`src/rtl/acc_breg_sequencer_pkg.sv`:
```
// ---------------------------------------------------------------------------
// alu_pkg
//   Shared definitions for the 8-bit ALU datapath: ALU op codes, sequencer
//   command encodings and the sequencer FSM state encoding. The ALU and the
//   instruction decoder import the same package, so these encodings must not
//   be renumbered here without updating both of them.
//
//   Contents:
//     alu_op_e     ALU op codes ADD..BXR (3'b000..3'b111)
//     cmd_e        sequencer commands LDA/LDB/EXE/CLR (2'b00..2'b11)
//     seq_state_e  sequencer FSM states IDLE/EXEC/WB
//     WAIT_CW      width of the ALU latency wait counter (latency 1..7)
//     is_arith     op codes whose result can overflow (ADD/SUB/DEC/INC)
//     is_unit_op   op codes whose second operand is the constant 1
//     is_sub_op    op codes that subtract their second operand
// ---------------------------------------------------------------------------
package alu_pkg;

  typedef enum logic [2:0] {
    ADD = 3'b000,
    SUB = 3'b001,
    DEC = 3'b010,
    INC = 3'b011,
    OC  = 3'b100,
    BND = 3'b101,
    BOR = 3'b110,
    BXR = 3'b111
  } alu_op_e;

  typedef enum logic [1:0] {
    LDA = 2'b00,
    LDB = 2'b01,
    EXE = 2'b10,
    CLR = 2'b11
  } cmd_e;

  typedef enum logic [1:0] {
    IDLE = 2'b00,
    EXEC = 2'b01,
    WB   = 2'b10
  } seq_state_e;

  // A latency of up to 7 edges needs a counter that can hold 6.
  localparam int WAIT_CW = 3;

  function automatic logic is_arith(input alu_op_e op);
    return (op == ADD) || (op == SUB) || (op == DEC) || (op == INC);
  endfunction

  function automatic logic is_unit_op(input alu_op_e op);
    return (op == DEC) || (op == INC);
  endfunction

  function automatic logic is_sub_op(input alu_op_e op);
    return (op == SUB) || (op == DEC);
  endfunction

endpackage

```
`src/rtl/acc_breg_sequencer_if.sv`:
```
// ---------------------------------------------------------------------------
// acc_breg_sequencer_if
//   Command channel into the accumulator / B register sequencer. A command
//   transfers on a rising clock edge where CMD_valid and CMD_ready are both
//   high; the source holds CMD, CMD_op and CMD_data stable until then.
//
//   Signals:
//     CMD_valid  source -> sequencer  command present
//     CMD_ready  sequencer -> source  command can be accepted this cycle
//     CMD        source -> sequencer  LDA / LDB / EXE / CLR
//     CMD_op     source -> sequencer  ALU op code used by EXE
//     CMD_data   source -> sequencer  load value for LDA / LDB
//
//   Modports:
//     master  command source (instruction decoder or testbench)
//     slave   the sequencer
// ---------------------------------------------------------------------------
interface acc_breg_sequencer_if
  import alu_pkg::*;
#(
  parameter int DW = 8
);

  logic          CMD_valid;
  logic          CMD_ready;
  cmd_e          CMD;
  alu_op_e       CMD_op;
  logic [DW-1:0] CMD_data;

  modport master (
    output CMD_valid,
    output CMD,
    output CMD_op,
    output CMD_data,
    input  CMD_ready
  );

  modport slave (
    input  CMD_valid,
    input  CMD,
    input  CMD_op,
    input  CMD_data,
    output CMD_ready
  );

endinterface

```
`src/rtl/acc_breg_sequencer_flag_gen.sv`:
```
// ---------------------------------------------------------------------------
// alu_flag_gen
//   Combinational status-flag generator for the value about to be written
//   into the accumulator. The sequencer feeds it CMD_data on the LDA path and
//   ALU_in on the writeback path, so one instance serves both.
//
//   Optional feature macro: ACC_OVF_FLAG_EN
//     When defined, the block also produces the signed overflow flag for the
//     arithmetic op codes, derived from the operand signs and the sign of the
//     ALU result (the ALU itself does not report overflow).
//
//   Ports:
//     value      in   DW  value being written into the accumulator
//     acc        in   DW  accumulator operand of the op (ACC_OVF_FLAG_EN only)
//     operand_b  in   DW  B register operand of the op  (ACC_OVF_FLAG_EN only)
//     op         in   3   op code that produced value   (ACC_OVF_FLAG_EN only)
//     flag_v     out  1   signed overflow               (ACC_OVF_FLAG_EN only)
//     flag_z     out  1   value == 0
//     flag_n     out  1   value[DW-1]
// ---------------------------------------------------------------------------
module alu_flag_gen
  import alu_pkg::*;
#(
  parameter int DW = 8
) (
  input  logic [DW-1:0] value,
`ifdef ACC_OVF_FLAG_EN
  input  logic [DW-1:0] acc,
  input  logic [DW-1:0] operand_b,
  input  alu_op_e       op,
  output logic          flag_v,
`endif
  output logic          flag_z,
  output logic          flag_n
);

  assign flag_z = (value == '0);
  assign flag_n = value[DW-1];

`ifdef ACC_OVF_FLAG_EN
  logic [DW-1:0] operand;
  logic          sign_a;
  logic          sign_b;
  logic          sign_r;

  // DEC and INC work against the constant 1 rather than the B register.
  // Addition overflows when both operands share a sign the result lacks;
  // subtraction overflows when the operands differ in sign and the result
  // sign differs from the accumulator's.
  always_comb begin
    operand = is_unit_op(op) ? DW'(1) : operand_b;
    sign_a  = acc[DW-1];
    sign_b  = operand[DW-1];
    sign_r  = value[DW-1];
    flag_v  = 1'b0;
    if (is_arith(op)) begin
      if (is_sub_op(op)) begin
        flag_v = (sign_a != sign_b) && (sign_r != sign_a);
      end else begin
        flag_v = (sign_a == sign_b) && (sign_r != sign_a);
      end
    end
  end
`endif

endmodule

```
`src/rtl/acc_breg_sequencer.sv`:
```
// ---------------------------------------------------------------------------
// acc_breg_sequencer
//   Operand/control stage in front of the 8-bit signed ALU. Holds the
//   accumulator and B register, accepts LDA/LDB/EXE/CLR commands over a
//   valid/ready channel, presents operands and op code to the ALU, waits out
//   the ALU's registered latency and writes the ALU result back into the
//   accumulator. Z/N (and optionally V) flags describe the last accumulator
//   write and feed the branch logic.
//
//   Optional feature macro: ACC_OVF_FLAG_EN
//     Adds the FLAG_V output: signed overflow of ADD/SUB/DEC/INC at
//     writeback, cleared by the logical ops, LDA and CLR, untouched by LDB.
//
//   Parameters:
//     DW       datapath width (8 for the current ALU)
//     ALU_LAT  clock edges from OP_out valid to ALU_in valid, 1..7
//
//   Ports:
//     CLK        in   1   clock, rising edge
//     RST_N      in   1   synchronous active-low reset
//     cmd_if     slave    command channel (CMD_valid/ready, CMD, CMD_op,
//                         CMD_data)
//     Acc_out    out  DW  accumulator, ALU accumulator input
//     Breg_out   out  DW  B register, ALU B input
//     OP_out     out  3   op code presented to the ALU
//     ALU_OE     out  1   ALU output enable
//     ALU_in     in   DW  ALU result bus
//     BUSY       out  1   EXE in flight
//     FLAG_Z     out  1   accumulator == 0 after the last write
//     FLAG_N     out  1   accumulator sign after the last write
//     FLAG_V     out  1   signed overflow (ACC_OVF_FLAG_EN only)
// ---------------------------------------------------------------------------
module acc_breg_sequencer
  import alu_pkg::*;
#(
  parameter int DW      = 8,
  parameter int ALU_LAT = 1
) (
  input  logic                 CLK,
  input  logic                 RST_N,
  acc_breg_sequencer_if.slave  cmd_if,
  output logic [DW-1:0]        Acc_out,
  output logic [DW-1:0]        Breg_out,
  output logic [2:0]           OP_out,
  output logic                 ALU_OE,
  input  logic [DW-1:0]        ALU_in,
  output logic                 BUSY,
  output logic                 FLAG_Z,
  output logic                 FLAG_N
`ifdef ACC_OVF_FLAG_EN
  ,
  output logic                 FLAG_V
`endif
);

  seq_state_e         state;
  seq_state_e         state_nxt;
  logic [WAIT_CW-1:0] wait_cnt;

  logic               xfer;
  logic               do_lda;
  logic               do_ldb;
  logic               do_clr;
  logic               do_exe;
  logic               do_oe;
  logic               do_wb;

  logic [DW-1:0]      flag_val;
  logic               gen_z;
  logic               gen_n;
`ifdef ACC_OVF_FLAG_EN
  logic               gen_v;
`endif

  // Ready is asserted only in IDLE and is forced low while reset is held so
  // that nothing can transfer on a reset edge.
  assign cmd_if.CMD_ready = (state == IDLE) && RST_N;
  assign xfer             = cmd_if.CMD_valid && cmd_if.CMD_ready;

  // Next-state and one-cycle action strobes. Each strobe marks the edge on
  // which the corresponding register update takes effect.
  always_comb begin
    state_nxt = state;
    do_lda    = 1'b0;
    do_ldb    = 1'b0;
    do_clr    = 1'b0;
    do_exe    = 1'b0;
    do_oe     = 1'b0;
    do_wb     = 1'b0;
    case (state)
      IDLE: begin
        if (xfer) begin
          case (cmd_if.CMD)
            LDA: do_lda = 1'b1;
            LDB: do_ldb = 1'b1;
            CLR: do_clr = 1'b1;
            EXE: begin
              do_exe    = 1'b1;
              state_nxt = EXEC;
            end
            default: ;
          endcase
        end
      end
      EXEC: begin
        if (wait_cnt == '0) begin
          do_oe     = 1'b1;
          state_nxt = WB;
        end
      end
      WB: begin
        do_wb     = 1'b1;
        state_nxt = IDLE;
      end
      default: state_nxt = IDLE;
    endcase
  end

  // FSM state register.
  always_ff @(posedge CLK) begin
    if (!RST_N) begin
      state <= IDLE;
    end else begin
      state <= state_nxt;
    end
  end

  // ALU latency counter: loaded on the EXE transfer so that it reaches zero
  // on the edge before ALU_in becomes valid, then counts down in EXEC.
  always_ff @(posedge CLK) begin
    if (!RST_N) begin
      wait_cnt <= '0;
    end else if (do_exe) begin
      wait_cnt <= WAIT_CW'(ALU_LAT - 1);
    end else if ((state == EXEC) && (wait_cnt != '0)) begin
      wait_cnt <= wait_cnt - 1'b1;
    end
  end

  // In WB the flag generator looks at the ALU result; everywhere else it
  // looks at the incoming load value, which only matters for LDA.
  assign flag_val = (state == WB) ? ALU_in : cmd_if.CMD_data;

  alu_flag_gen #(
    .DW(DW)
  ) u_flag_gen (
    .value     (flag_val),
`ifdef ACC_OVF_FLAG_EN
    .acc       (Acc_out),
    .operand_b (Breg_out),
    .op        (alu_op_e'(OP_out)),
    .flag_v    (gen_v),
`endif
    .flag_z    (gen_z),
    .flag_n    (gen_n)
  );

  // Operand, op code, handshake-status and flag registers. Acc_out,
  // Breg_out and OP_out are only written from IDLE or WB, so they stay
  // stable while the ALU is computing. Reset discards any EXE in flight.
  always_ff @(posedge CLK) begin
    if (!RST_N) begin
      Acc_out  <= '0;
      Breg_out <= '0;
      OP_out   <= '0;
      ALU_OE   <= 1'b0;
      BUSY     <= 1'b0;
      FLAG_Z   <= 1'b1;
      FLAG_N   <= 1'b0;
`ifdef ACC_OVF_FLAG_EN
      FLAG_V   <= 1'b0;
`endif
    end else begin
      if (do_lda) begin
        Acc_out <= cmd_if.CMD_data;
        FLAG_Z  <= gen_z;
        FLAG_N  <= gen_n;
`ifdef ACC_OVF_FLAG_EN
        FLAG_V  <= 1'b0;
`endif
      end
      if (do_ldb) begin
        Breg_out <= cmd_if.CMD_data;
      end
      if (do_clr) begin
        Acc_out  <= '0;
        Breg_out <= '0;
        FLAG_Z   <= 1'b1;
        FLAG_N   <= 1'b0;
`ifdef ACC_OVF_FLAG_EN
        FLAG_V   <= 1'b0;
`endif
      end
      if (do_exe) begin
        OP_out <= cmd_if.CMD_op;
        BUSY   <= 1'b1;
      end
      if (do_oe) begin
        ALU_OE <= 1'b1;
      end
      if (do_wb) begin
        Acc_out <= ALU_in;
        FLAG_Z  <= gen_z;
        FLAG_N  <= gen_n;
        ALU_OE  <= 1'b0;
        BUSY    <= 1'b0;
`ifdef ACC_OVF_FLAG_EN
        FLAG_V  <= gen_v;
`endif
      end
    end
  end

endmodule

```
`src/flat_wrapper.sv`:
```
// flat-port wrapper written by rule: the top's interface ports become plain ports
module acc_breg_sequencer_flat import alu_pkg::*;
#(
  parameter int DW      = 8,
  parameter int ALU_LAT = 1
)
  (CLK, RST_N, Acc_out, Breg_out, OP_out, ALU_OE, ALU_in, BUSY, FLAG_Z, FLAG_N, cmd_if_CMD_valid, cmd_if_CMD, cmd_if_CMD_op, cmd_if_CMD_data, cmd_if_CMD_ready);
  acc_breg_sequencer_if #(.DW(DW)) cmd_if_i ();
  input  logic CLK;
  input  logic RST_N;
  output logic [DW-1:0] Acc_out;
  output logic [DW-1:0] Breg_out;
  output logic [2:0] OP_out;
  output logic ALU_OE;
  input  logic [DW-1:0] ALU_in;
  output logic BUSY;
  output logic FLAG_Z;
  output logic FLAG_N;
  input wire logic [$bits(cmd_if_i.CMD_valid)-1:0] cmd_if_CMD_valid;
  input wire logic [$bits(cmd_if_i.CMD)-1:0] cmd_if_CMD;
  input wire logic [$bits(cmd_if_i.CMD_op)-1:0] cmd_if_CMD_op;
  input wire logic [$bits(cmd_if_i.CMD_data)-1:0] cmd_if_CMD_data;
  output wire logic [$bits(cmd_if_i.CMD_ready)-1:0] cmd_if_CMD_ready;
  assign cmd_if_i.CMD_valid = cmd_if_CMD_valid;
  assign cmd_if_i.CMD = cmd_if_CMD;
  assign cmd_if_i.CMD_op = cmd_if_CMD_op;
  assign cmd_if_i.CMD_data = cmd_if_CMD_data;
  assign cmd_if_CMD_ready = cmd_if_i.CMD_ready;
  acc_breg_sequencer #(.DW(DW), .ALU_LAT(ALU_LAT)) u_core (.CLK(CLK), .RST_N(RST_N), .cmd_if(cmd_if_i), .Acc_out(Acc_out), .Breg_out(Breg_out), .OP_out(OP_out), .ALU_OE(ALU_OE), .ALU_in(ALU_in), .BUSY(BUSY), .FLAG_Z(FLAG_Z), .FLAG_N(FLAG_N));
endmodule
```
`config.mk`:
```
export PLATFORM = sky130hd
export DESIGN_NAME = acc_breg_sequencer_flat
export DESIGN_NICKNAME = d
export VERILOG_FILES = /design/src/rtl/acc_breg_sequencer_pkg.sv /design/src/rtl/acc_breg_sequencer_if.sv /design/src/rtl/acc_breg_sequencer_flag_gen.sv /design/src/rtl/acc_breg_sequencer.sv /design/src/flat_wrapper.sv
export SDC_FILE = /design/constraint.sdc
export NUM_CORES = 1
export LEC_CHECK = 0
export BUFFER_PORTS_ARGS = -buffer_cell sky130_fd_sc_hd__buf_2
export CAP_MARGIN = 20
export CORE_MARGIN = 2
export CORE_UTILIZATION = 30
export CTS_CLUSTER_DIAMETER = 150
export DETAILED_ROUTE_END_ITERATION = 10
export GPL_TIMING_DRIVEN = 0
export PLACE_DENSITY = 0.62
export SYNTH_ARGS = -nofsm -noshare
export SYNTH_HDL_FRONTEND = slang
export SYNTH_SLANG_ARGS = --single-unit
```
`constraint.sdc`:
```
create_clock -name CLK -period 1.9 [get_ports CLK]
set_clock_uncertainty 0.05 [all_clocks]
set_input_delay 0.095 -clock CLK [delete_from_list [all_inputs] [get_ports CLK]]
set_output_delay 0.095 -clock CLK [all_outputs]
set_load 0.01 [all_outputs]
```
==> results.yml, run 1 <==
run_status:
  status: "completed"
timing:
  tns_ns: 0
  maxSlewViolCount: 0
  min_period_ns: 1.64
  slew_headroom_pct: 53.1
  tightest_slew_ns: 0.695
  hold_viol: 0
  rsz0062_at_grt: "false"
  setup_viol_count_final: 0
  period_share_pct: 86.1
  fmax_mhz: 611
placed_design:
  io_buffers: 47
  hpwlAfterDp_um: 2390
  gp_congestion: 0.800
finish:
  final_nets: 221
  antenna_cells: 0
  final_util_pct: 40.4
  drive_above_1_share_pct: 33.0
  n_fill_cell: 439
  area_growth_pct: 30.3
min_path:
  hp-class: "primary input to flop"
critical_path:
  r2r_slack_ns: 0.26
  slowest_delay_ns: 0.44
  cp_max_fo: 4
  endpoint_kind: "flop"
  critPathSlowestCell: "nor3_1"
  worstPathArrival_ns: 1.78
  path_class: "flop to flop"
  path_cells: "inv_1, ha_1, nor2b_1, nor3_1, nor2_1, a211oi_1"
  start_kind: "flop"
  required_ns: 2.04
clock_tree:
  cts_buffers: 3
  cts_sinks: 28
  cts_tree: "yes"
  clockRootBuffer: "clkbuf_8"
  clk_latency_ns: 0.27
  clk_pin_slew_worst_paths_ns: 0.09
  cts_resized: 0
  post-cts-setup-buffers: 0
  cts_max_path_buffers: 2
  htreeDepth: 1
power_and_ir_drop:
  p_leak_nw: 0.693
  power.switching_uw: 277
  seqPwrFrac_pct: 54.5
  powerDensity_mw_per_mm2: 706
  clkPwrFrac_pct: 32.3
  ir_drop_mv: 0.271
  p_int_uw: 854
  swShare_pct: 24.5
  p_comb_share_pct: 13.2
route:
  antenna_left: 0
  drt_first_pass_iters: 4
  wl_per_cell_um: 12.6
  dr_total_vias: 1182
  drc: 0
  drtIter0Drc: 68
  drt-total-wl_um: 3070
  avgViaCountPerCell: 4.84
die:
  die-height_um: 68.0
  design.core.area_sq_mm: 0.00397
  rows: 23
  dieArea_sq_mm: 0.00463
  top_level_ports: 48
  start_util_pct: 31.0
  die_w_um: 68.0
synthesis:
  synth_nets: 167
  synth_edf_count: 0
  syn_avg_cell_area_sq_um: 8.72
  ys_seq_elements: 28
  synth_cell_types: 35
  synthCells: 141
  synth.most_common_cell: "dfxtp_1"
  yosysTopAreaCellShare_pct: 45.6
  yosys_warnings: 0
  synth_common_cells: "dfxtp_1, nand2_1, a21oi_1"
  synth-main-ff-cell: "dfxtp_1"
  synthTopCellsByArea: "dfxtp_1, nand2_1, a21oi_1"
  syn_area_sq_mm: 0.00123
  synth.yosys.seq_area_share_pct: 45.6
  async_flop_share_pct: 0
  yosysTopAreaCell: "dfxtp_1"
global_route:
  grt_pass1_vias: 1125
  grt_overflow: 0
  antenna_found_initial: 0
  grt_usage_pct: 14.1
  grt_start_max_net_pins: 16
  grt_pass1_wl_um: 4950
run:
  maxCapViolCount: 0
-- timing repair --
item | 4_1_cts | 5_1_grt
hold endpoints to repair | 2 | 0
hold buffers | 2 | 0
endpoints found under the setup margin | 0 | 0
-- worst max-delay path: cells and delay by family, from the launching register on --
| kind | cells | cell delay (ns) |
|---|---|---|
| buffers and inverters | 1 | 0.07 |
| and+or+nand+nor | 3 | 0.67 |
| DFF | 1 | 0.35 |
| AOI/OAI and AO/OA | 1 | 0.22 |
| adders and majority gates | 1 | 0.20 |
-- metal layers --
| metal | GRT usage (%) | routed length [um] |
|---|---|---|
| met1 | 17.4 | 1430 |
| met2 | 23.3 | 1450 |
| met3 | 3.29 | 149 |
| met4 | 6.50 | 42 |
| met5 | 0 | 0 |
-- per-stage QoR --
stage / hold WS, ns / std cells / instance area, sq um / power, mW / worst slack (ns)
after floorplan: 0.181 / 141 / 1230 / 0.704 / 0.498
after global placement: 0.288 / 238 / 1530 / 0.778 / 0.297
after detailed placement: 0.295 / 238 / 1530 / 0.778 / 0.283
after CTS: 0.00132 / 244 / 1600 / 1.15 / 0.262
after global routing: 0.0253 / 244 / 1600 / 1.18 / 0.0852
final: 0.00686 / 244 / 1600 / 1.13 / 0.263
-- state kept, by name, summed over array words and instances, names as in the netlist, 2 cells and up --
name and count:
u_core.Acc_out 8, u_core.Breg_out 8, u_core.OP_out 3, u_core.state 2, u_core.wait_cnt 3
-- power groups by stage --
stage	logic (mW)	registers, mW	clock network, mW
3_5_place_dp	0.147	0.631	0
4_1_cts	0.151	0.617	0.378
6_report	0.150	0.617	0.365
2_1_floorplan	0.0641	0.640	0
5_1_grt	0.168	0.620	0.393
3_3_place_gp	0.148	0.630	0
-- worst paths after layout --
kind | startpoint | endpoint | depth (start not counted)
max | u_core.wait_cnt[0]$_SDFFE_PP0P_ | u_core.wait_cnt[1]$_SDFFE_PP0P_ | 6
min | cmd_if_CMD_op[1] | u_core.OP_out[1]$_SDFFE_PN0P_ | 3
max reg2reg | u_core.wait_cnt[0]$_SDFFE_PP0P_ | u_core.wait_cnt[1]$_SDFFE_PP0P_ | 6
min reg2reg | u_core.Breg_out[4]$_SDFFE_PP0P_ | u_core.Breg_out[4]$_SDFFE_PP0P_ | 2
-- cell families after synthesis --
family	Yosys count	synth area share, %
mux	1	0.814
flops	28	45.6
simple gates	60	22.9
fa+ha+maj	2	2.03
compound gates	38	24.1
xor+xnor	1	0.712
buf+inv	11	3.86
-- layout make-up --
type                    count  area [sq um]  share of cell area, %
multi-input cells         102           622                   38.8
flip-flops and latches     28           561                   35.0
repair buffers             49           255                   15.9
well taps                  50          62.6                   3.90
clock buffers               4          55.1                   3.43
plain buffers               7          32.5                   2.03
inverters                   4          15.0                  0.937
-- layout by cell type, fill, tap and decap left out, types with 2 or more instances in the layout --
master / n
nor4_1: 2
a221oi_1: 2
nor2_1: 13
buf_2: 52
nand2_1: 22
a21oi_1: 15
dfxtp_1: 28
nor2b_1: 4
a221oi_2: 5
inv_1: 3
nor3_1: 4
o21ai_0: 6
or4_1: 2
clkbuf_8: 4
nand3_1: 8
ha_1: 2
dlygate4sd3_1: 2
(Power assumes the default switching activity.)
==> inputs of run 2 (changes only) <==
==> constraint.sdc (replaced) <==
create_clock -name CLK -period 1.8 [get_ports CLK]
set_clock_uncertainty 0.05 [all_clocks]
set_input_delay 0.09 -clock CLK [delete_from_list [all_inputs] [get_ports CLK]]
set_output_delay 0.09 -clock CLK [all_outputs]
set_load 0.01 [all_outputs]
==> run 2 against run 1 <==
Compared with the run above:
- via count grew 0.42%
- clock power is 5.8% higher
- maximum frequency increased by 0.69%
- final cell count rose by 0.41%
==> results.yml, run 2 (same netlist as run 1, synthesis figures left out) <==
power_and_ir_drop:
  seqPwrFrac_pct: 54.4
  p_comb_share_pct: 13.4
  ir_drop_mv: 0.286
  powerDensity_mw_per_mm2: 740
  p_int_uw: 903
  clkPwrFrac_pct: 32.3
  power_mw: 1.20
  p_leak_nw: 0.700
  swShare_pct: 24.6
  power.switching_uw: 294
clock_tree:
  clk_pin_slew_worst_paths_ns: 0.09
  clk_latency_ns: 0.27
  cts_tree: "yes"
  cts_sinks: 28
  htreeDepth: 1
  clockRootBuffer: "clkbuf_8"
  cts_buffers: 3
  post-cts-setup-buffers: 0
  cts_max_path_buffers: 2
timing:
  rsz0062_at_grt: "false"
  period_share_pct: 90.3
  setup_viol_count_final: 0
  fmax_mhz: 615
  tns_ns: 0
  maxSlewViolCount: 0
  slew_headroom_pct: 52.0
  min_period_ns: 1.63
  tightest_slew_ns: 0.713
  hold_viol: 0
  setup_ws_ns: 0.175
finish:
  area_growth_pct: 31.6
  layout_commonest_cell: "buf_2"
  regArea_sq_um: 561
  mostFrequentLayoutCells: "buf_2, dfxtp_1, nand2_1, a21oi_1, nor2_1"
  drive_above_1_share_pct: 33.8
  antenna_cells: 0
  final_nets: 222
  multi_input_area_sq_um: 627
  fin_cells: 245
  n_fill_cell: 438
  largest_registers: "u_core.Acc_out (8), u_core.Breg_out (8)"
critical_path:
  endpoint_kind: "flop"
  required_ns: 1.96
  critPathSlowestCell: "a32oi_2"
  cp_num_buf_inv: 0
  critPathTopFamily: "compound AO/OA/AOI/OAI gates"
  path_cells: "and4bb_1, a32oi_2, a221oi_1, nor2_1"
  slowest_delay_ns: 0.49
  start_kind: "flop"
  worstPathArrival_ns: 1.79
  cp_max_fo: 7
  path_class: "flop to flop"
die:
  top_level_ports: 48
  design.core.area_sq_mm: 0.00397
  start_util_pct: 31.0
  dieArea_sq_mm: 0.00463
  rows: 23
  die-height_um: 68.0
  die_w_um: 68.0
route:
  drtIter0Drc: 56
  drc: 0
  avgViaCountPerCell: 4.84
  drt_first_pass_iters: 4
  wl_per_cell_um: 12.6
  antenna_left: 0
  drt-total-wl_um: 3100
  dr_total_vias: 1187
placed_design:
  hpwlAfterDp_um: 2390
  dp_cells: 238
  post-place-ws_ns: 0.183
  gp_congestion: 0.800
  io_buffers: 47
run_status:
  status: "completed"
global_route:
  grt_start_max_net_pins: 16
  antenna_found_initial: 0
  grt_overflow: 0
  grt_usage_pct: 14.1
  grt_pass1_wl_um: 4950
  grt_pass1_vias: 1125
min_path:
  hp-class: "primary input to flop"
run:
  maxCapViolCount: 0
[run 2: per-layer routing]
| metal | track usage, % | routed length, um | vias up |
|---|---|---|---|
| li1 | - | - | 621 |
| met1 | 17.4 | 1430 | 541 |
| met2 | 23.3 | 1490 | 21 |
| met3 | 3.29 | 141 | 4 |
| met4 | 6.50 | 42 | 0 |
| met5 | 0 | 0 | - |
[run 2: tightest hold or removal path: stages]
cell and delay [ns]:
buf_2 0.12, nand3_1 0.06, a21oi_1 0.05
[run 2: final cells by class]
type,instances,share of cell area [%]
Multi-Input combinational cell,102,38.7
Sequential cell,28,34.6
Timing Repair Buffer,50,16.4
Tap cell,50,3.86
Clock buffer,4,3.40
Buffer,7,2.09
Inverter,4,0.927
[run 2: power by group through the flow]
stage / Sequential, mW / Combinational [mW] / Clock [mW]
after floorplan: 0.675 / 0.0676 / 0
after global placement: 0.665 / 0.156 / 0
after detailed placement: 0.666 / 0.155 / 0
after CTS: 0.651 / 0.161 / 0.399
after global routing: 0.654 / 0.179 / 0.415
final: 0.651 / 0.160 / 0.386
[run 2: final timing paths]
| check | from | endpoint | slack [ns] | depth (start not counted) |
|---|---|---|---|---|
| worst max-delay path | u_core.state[0]$_SDFFE_PN0P_ | u_core.Acc_out[2]$_SDFFE_PN0P_ | 0.17 | 4 |
| worst min register to register | u_core.Breg_out[4]$_SDFFE_PP0P_ | u_core.Breg_out[4]$_SDFFE_PP0P_ | 0.41 | 2 |
| worst max register to register | u_core.state[0]$_SDFFE_PN0P_ | u_core.Acc_out[2]$_SDFFE_PN0P_ | 0.17 | 4 |
| worst min-delay path | cmd_if_CMD_data[0] | u_core.Breg_out[0]$_SDFFE_PP0P_ | 0.04 | 3 |
[run 2: timing repair]
action                                  in CTS  in global routing
gates resized for setup                      0                  2
hold buffers                                 3                  0
endpoints found under the setup margin       0                  2
hold endpoints to repair                     3                  0
[run 2: per-stage QoR]
stage	utilization (%)	cell area (sq um)	hold slack [ns]
finish	40.8	1620	0.0413
global route	40.8	1620	0.0532
CTS	40.6	1610	0.0380
detailed placement	38.5	1530	0.290
global placement	38.5	1530	0.283
floorplan	-	1230	0.176
